[src/rtl/otp_nibble_xor.sv]
// One-time-pad nibble XOR stage: XORs a MSB-first nibble stream with a latched key and rebuilds the cipher word.
// Build option: define OTP_KEY_REUSE_EN to add the sticky key-reuse detector (otherwise key_reuse is tied low).
module otp_nibble_xor #(
    parameter int MSG_W = 16
) (
    input  logic                          clk,
    input  logic                          rst_n,
    input  logic                          start,
    input  logic [MSG_W-1:0]              key_in,
    input  logic                          nib_valid,
    input  logic [3:0]                    nib_in,
    output logic                          busy,
    output logic                          done,
    output logic [MSG_W-1:0]              cipher_out,
    output logic [$clog2(MSG_W/4)-1:0]    nib_cnt,
    output logic                          key_reuse
);
    // state | meaning
    // IDLE  | waiting for start, nibbles ignored
    // RUN   | accepting nibbles, busy high
    // DONE  | single-cycle done pulse, start still accepted
    localparam int NIB   = MSG_W / 4;
    localparam int CNT_W = $clog2(NIB);

    localparam logic [1:0] ST_IDLE = 2'd0;
    localparam logic [1:0] ST_RUN  = 2'd1;
    localparam logic [1:0] ST_DONE = 2'd2;

    logic [1:0]       state;
    logic [MSG_W-1:0] key_sr;
    logic [MSG_W-1:0] acc;
    logic [MSG_W-1:0] acc_nxt;
    logic [3:0]       nib_x;
    logic             last_nib;

    always_comb begin
        nib_x    = nib_in ^ key_sr[MSG_W-1 -: 4];
        acc_nxt  = {acc[MSG_W-5:0], nib_x};
        last_nib = (nib_cnt == CNT_W'(NIB - 1));
    end

    assign busy = (state == ST_RUN);
    assign done = (state == ST_DONE);

    // start is honoured in every state; in RUN it aborts the partial message
    always_ff @(posedge clk) begin
        if (!rst_n) begin
            state      <= ST_IDLE;
            key_sr     <= '0;
            acc        <= '0;
            nib_cnt    <= '0;
            cipher_out <= '0;
        end else if (start) begin
            state   <= ST_RUN;
            key_sr  <= key_in;
            acc     <= '0;
            nib_cnt <= '0;
        end else begin
            case (state)
                ST_RUN: begin
                    if (nib_valid) begin
                        acc    <= acc_nxt;
                        key_sr <= {key_sr[MSG_W-5:0], 4'h0};
                        if (last_nib) begin
                            cipher_out <= acc_nxt;
                            nib_cnt    <= '0;
                            state      <= ST_DONE;
                        end else begin
                            nib_cnt <= nib_cnt + 1'b1;
                        end
                    end
                end
                ST_DONE: state <= ST_IDLE;
                default: state <= ST_IDLE;
            endcase
        end
    end

`ifdef OTP_KEY_REUSE_EN
    logic [MSG_W-1:0] prev_key;
    logic             prev_key_vld;
    logic             key_reuse_q;

    // observation only; never feeds back into the datapath
    always_ff @(posedge clk) begin
        if (!rst_n) begin
            prev_key     <= '0;
            prev_key_vld <= 1'b0;
            key_reuse_q  <= 1'b0;
        end else if (start) begin
            if (prev_key_vld && (key_in == prev_key))
                key_reuse_q <= 1'b1;
            prev_key     <= key_in;
            prev_key_vld <= 1'b1;
        end
    end

    assign key_reuse = key_reuse_q;
`else
    assign key_reuse = 1'b0;
`endif

endmodule
[config.mk]
export PLATFORM = sky130hd
export DESIGN_NAME = otp_nibble_xor
export DESIGN_NICKNAME = d
export VERILOG_FILES = /design/src/rtl/otp_nibble_xor.sv
export SDC_FILE = /design/constraint.sdc
export NUM_CORES = 1
export LEC_CHECK = 0
export CORE_ASPECT_RATIO = 0.75
export CORE_MARGIN = 2
export CORE_UTILIZATION = 35
export DETAILED_ROUTE_END_ITERATION = 7
export MAX_ROUTING_LAYER = met4
export SYNTH_ARGS = -nofsm -noshare
export SYNTH_HDL_FRONTEND = slang
export SYNTH_SLANG_ARGS = --single-unit
[constraint.sdc]
create_clock -name clk -period 2.3 [get_ports clk]
set_input_delay 0.46 -clock clk [delete_from_list [all_inputs] [get_ports clk]]
set_output_delay 0.46 -clock clk [all_outputs]
set_load 0.02 [all_outputs]
==> impl_results.md, run 1 <==
- Routed Antenna Nets: 0
- Slowest library cell on the worst path: clkdlybuf4s50_1
- Layout cells sized above 1: between 6 and 7%
- Worst Setup Path Type: flop to output pin
- Synth area leader: dfxtp_1
- RSZ-0062 raised after global routing: false
- Final worst path period share: approximately 83%
- Routed wire length: ~4000 um
- Reg2Reg Depth: 4
- HPWL Detailed: roughly 2900 um
- Endpoints failing setup: 0
- CTS Buffer Depth: 2
- Status: finished, final reports clean
- RR Startpoint: nib_cnt[0]
- Largest net degree at the start of global routing: 30
- Worst Path Max Fanout: 5
- Starting Density: 36.3%
- Port Buffer Count: 43
- Core area: ~5400 um2
- Vias: between 1500 and 2000
- Slew Limit Fails: 0
- Fmax: 0.527 GHz
- Synth Net Count: about 250
- Hold path depth: 2
- Crit-path cells: and2b_1 > clkdlybuf4s50_1
- Vias in the first global route: about 1500
- First-pass GRT wire length: 6990 um
- Skew-Pair Late Insertion Delay: 0.30 ns
- Htree depth: 2
- GR Util All Layers: 14.9%
- Clock slew seen by the registers of the worst setup and hold paths: 0.08 ns
- Synthesized area: 1940 um2
- # rows: 23
- Final min period: 1.90 ns
- Critical R2R Capture: cipher_out[12]
- Final Skew: around 0.01 ns
- Gpl congestion: 0.765
- Die area: about 6000 um2
- Top cell type's share of synthesized area: ~50%
- Total CTS buffers: 5
- Worst VDD drop: 0.322 mV
- Leak: around 0.91 nW
- CP startpoint kind: flop
- Synthesis-stage register bit count: between 40 and 50
- Commonest non-fill, non-tap cell in the layout: nand2_1
- PwrDens: around 680 nW/um2
- Setup crit end kind: output pin
- Setup TNS: 0 ns
- Synth area leaders: dfxtp_1 50%, nand2_1 11%, mux2i_1 6.2%
- Seq/Total Area, Yosys: 49.5%
- CTS root buffer: clkbuf_8
- Layout Nets: about 290
- Sink Count: 48
- Syn Area/Cell: between 8 and 9 um2
- Post_cts resized: 0
- Routed vias/inst: between 4 and 5
- CTS tree: done
- DRT iter0 DRCs: 64
- Worst min-delay path class: flop to flop
- Synth unique cells: 30
- Yosys warning total: 0
- Die W: approximately 90 um
- Post-CTS Setup Bufs: 0
- Pre-Repair DR Iteration Count: 4
- Post-DR wirelength/cell: around 12 um
- Number of max-cap violations: 0
- I/O pin count: 45
- Final Hold Fails: 0
- Most frequent cells in the layout: 57 x nand2_1, 48 x dfxtp_1, 43 x clkdlybuf4s50_1
- Required @ worst endpoint: roughly 1.8 ns
- Power Total: around 1.7 mW
- Final-layout fill cell count: 531
- FF-to-FF setup slack: between 0.8 and 0.9 ns
- # diodes: 0
- Largest delay share family, worst path: buffers and inverters
- Initial antenna violation count: 0
- Layout area overhead: 31.1%
- Hold Startpoint: cipher_out[14]
- Synth Instances: 222
- Hold Path End: cipher_out[14]
- Die Y: around 68 um
- Hold-fix buffers, CTS: 0
- Drt drc: 0
- GR Overflow Total: 0
- WP data arrival: between 1 and 1.5 ns
- Buf/Inv on CP: 1
- CP peak stage delay: approximately 0.60 ns
## layout make-up
type	count	area (um2)	area share (%)
Clock buffer	5	68.8	2.70
Clock inverter	2	60.1	2.36
Inverter	1	3.75	0.147
Multi-Input combinational cell	155	867	34.1
Sequential cell	48	961	37.8
Tap cell	75	93.8	3.69
Timing Repair Buffer	51	490	19.3
## sequential cells by signal, summed over array words and instances (netlist names)
signal      cells
acc            12
key_sr         16
cipher_out     16
state           2
nib_cnt         2
## metal layers
metal  up-vias  global-route usage [%]  routed length, um
met4         0                    6.35                 54
met1       684                    19.0               2080
met2        39                    23.2               1710
li1        838                       -                  -
met5         -                       -                  0
met3         5                    3.41                185
## cell families after synthesis
kind of cell | synth area share, %
DFF | 49.5
and+or+nand+nor | 20.4
xor gates and xnor gates | 1.81
other | 0.193
adders and majority gates | 0.645
muxes | 6.19
buffers and inverters | 5.80
AOI/OAI and AO/OA | 15.5
## cell usage after synthesis
cell and count:
nand2_1 57, dfxtp_1 48, a211oi_1 12, mux2i_1 12
o21ai_0 12, a21oi_1 11, buf_2 8, nand3_1 8
nor2_1 8, nor3_1 8, clkbuf_1 6, a21boi_0 4
a31oi_1 4, o211a_1 4, xnor2_1 4, nor2b_1 2
and2_4 1, and2b_1 1, and3_1 1, and3b_1 1
and4b_4 1, buf_1 1, buf_12 1, buf_4 1
buf_8 1, conb_1 1, ha_1 1, inv_1 1
nand3b_1 1, or3_1 1
## worst reg2reg max path, delay by kind of cell (launching register included)
kind / cells / cell delay (ns)
and+or+nand+nor: 2 / 0.60
DFF: 1 / 0.38
muxes: 1 / 0.21
adders and majority gates: 1 / 0.20
## worst max-delay path by stage
stage | startpoint | endpoint | depth (start not counted)
CTS | state[1] | busy | 2
detailed placement | rst_n | acc[1] | 3
finish | state[1] | busy | 2
global placement | nib_valid | cipher_out[8] | 4
global route | state[0] | busy | 2
floorplan | nib_cnt[0] | cipher_out[10] | 6
## through the flow
step | cell area [um2] | std cells | setup WS [ns] | util [%] | hold slack (ns)
3_3_place_gp | 2420 | 330 | 0.435 | 45.1 | 0.443
6_report | 2540 | 337 | 0.402 | 47.5 | 0.460
5_1_grt | 2540 | 337 | 0.318 | 47.5 | 0.480
4_1_cts | 2540 | 337 | 0.389 | 47.5 | 0.463
3_5_place_dp | 2420 | 330 | 0.386 | 45.1 | 0.447
2_1_floorplan | 1940 | 222 | 0.759 | - | 0.437
## power breakdown
part	internal, mW	switching (mW)	total [mW]
Clock	0.428	0.272	0.699
Combinational	0.0740	0.0768	0.151
Sequential	0.855	0.0131	0.868
Power figures use the tool's default switching activity.
==> inputs of run 2 (changes only) <==
clock period = 1.95 ns   (was 2.3 ns; I/O delays follow)
==> run 2 against run 1 <==
Critical endpoint unchanged; hold slack hardly changed; sequential cell count stayed put; non-clock buffer count grew 1.
==> impl_results.md, run 2 (synthesis results as in run 1) <==
- Layout Nets: roughly 290
- Routed vias/inst: around 4.7
- Routed Antenna Nets: 0
- Core area: roughly 5400 um2
- Layout area overhead: 31.3%
- RSZ-0062 raised after global routing: false
- Non-filler cells, final: ~340
- Drt drc: 0
- Pre-Repair DR Iteration Count: 4
- Worst Setup Path Type: flop to output pin
- Leak: roughly 0.90 nW
- Starting Density: a little over a third
- I/O pin count: 45
- CTS tree: done
- Final-layout fill cell count: approximately 540
- Post-DR wirelength/cell: approximately 12 um
- Layout cells sized above 1: under 10%
- CTS Buffer Depth: 2
- Die Y: slightly below 70 um
- Worst Path Max Fanout: 5
- Gpl congestion: 0.803
- Post-layout util: a little under half
- Setup crit end kind: output pin
- Internal: between 1 and 1.5 mW
- Biggest regs: cipher_out x16, key_sr x16, acc x12
- Final Hold Fails: 0
- Largest net degree at the start of global routing: 30
- HPWL Detailed: 2830 um
- Final worst path period share: between 90% and 100%
- Sw frac: between 20 and 25%
- GR Overflow Total: 0
- Port Buffer Count: 43
- Slowest library cell on the worst path: clkdlybuf4s50_1
- First-pass GRT wire length: ~7000 um
- Slew Limit Fails: 0
- GR Util All Layers: between 10% and 20%
- Reg power frac: 53.1%
- Status: finished, final reports clean
- Endpoints failing setup: 0
- Comb power frac: 9.6%
- Vias: 1595
- Power share of the clock group: between 30% and 40%
- Place WS: between 0.1 and 0.15 ns
- # rows: 23
- Power Total: roughly 1.9 mW
- Commonest non-fill, non-tap cell in the layout: nand2_1
- CP peak stage delay: ~0.6 ns
- Initial antenna violation count: 0
- Skew-Pair Late Insertion Delay: 0.31 ns
- Die W: between 80 and 90 um
- Cells after DPL: between 300 and 400
- PwrDens: between 700 and 800 nW/um2
- Most frequent cells in the layout: 57 x nand2_1, 48 x dfxtp_1, 43 x clkdlybuf4s50_1
- DRT iter0 DRCs: between 60 and 70
- Crit-path cells: and2b_1 > clkdlybuf4s50_1
- Htree depth: 2
- Post_cts resized: 0
- Psw: 0.447 mW
- Worst min-delay path class: flop to flop
- Post-placement cell area: approximately 2400 um2
- WP data arrival: approximately 1.5 ns
- Routed wire length: 4100 um
- Setup TNS: 0 ns
- Hold-fix buffers, CTS: 0
- Required @ worst endpoint: about 1.6 ns
- Finished Cell Area: between 2000 and 3000 um2
- # diodes: 0
- Vias in the first global route: around 1500
- Fin worst setup slack: around 0.11 ns
- Total CTS buffers: 5
- Post-CTS Setup Bufs: 0
- Die area: approximately 6200 um2
- Worst VDD drop: 0.268 mV
- Fmax: roughly 0.54 GHz
- Clock slew seen by the registers of the worst setup and hold paths: approximately 0.09 ns
- Sink Count: between 40 and 50
- Number of max-cap violations: 0
- CTS root buffer: clkbuf_8
- Min Hold Slack: ~0.46 ns
- Final min period: around 1.8 ns
- Final Skew: slightly above 0.007 ns
- CP startpoint kind: flop
## run 2: final timing paths
check	start	end	slack, ns	cells past startpoint
max reg2reg	nib_cnt[0]	cipher_out[7]	0.47	4
min reg2reg	cipher_out[9]	cipher_out[9]	0.46	2
max	state[1]	busy	0.11	2
min	cipher_out[9]	cipher_out[9]	0.46	2
## run 2: power by group through the flow
stage / combinational (mW) / clock [mW] / sequential (mW)
after floorplan: 0.101 / 0 / 1.04
after global placement: 0.184 / 0 / 1.05
after detailed placement: 0.185 / 0 / 1.05
after CTS: 0.186 / 0.733 / 1.02
after global routing: 0.205 / 0.772 / 1.03
final: 0.185 / 0.717 / 1.02
## run 2: layout make-up
| cell class | instances | area, um2 | area share [%] |
|---|---|---|---|
| Timing Repair Buffer | 52 | 510 | 20.0 |
| Clock inverter | 3 | 42.5 | 1.67 |
| Inverter | 1 | 3.75 | 0.147 |
| Tap cell | 75 | 93.8 | 3.68 |
| Multi-Input combinational cell | 155 | 867 | 34.0 |
| Clock buffer | 5 | 68.8 | 2.70 |
| Sequential cell | 48 | 961 | 37.7 |
## run 2: worst max-delay path, delay by kind of cell, from the launching register on
| family | cells | cell delay (ns) |
|---|---|---|
| buffers and inverters | 1 | 0.60 |
| flip-flops | 1 | 0.34 |
| AND/OR/NAND/NOR | 1 | 0.21 |
## run 2: metal layers
metal  vias to the layer above  GRT usage (%)  part of all wire [%]
li1                        831              -                     -
met4                         0           8.27                   2.1
met2                        40           23.4                    42
met3                         8           3.96                   5.5
met1                       716           18.2                    50
met5                         -              -                     0
==> inputs of run 3 (changes only) <==
CTS_BUF_LIST = sky130_fd_sc_hd__clkbuf_8   (was default)
==> results of run 3 <==
No change in the layout: final DEF, timing and power equal those of run 2.
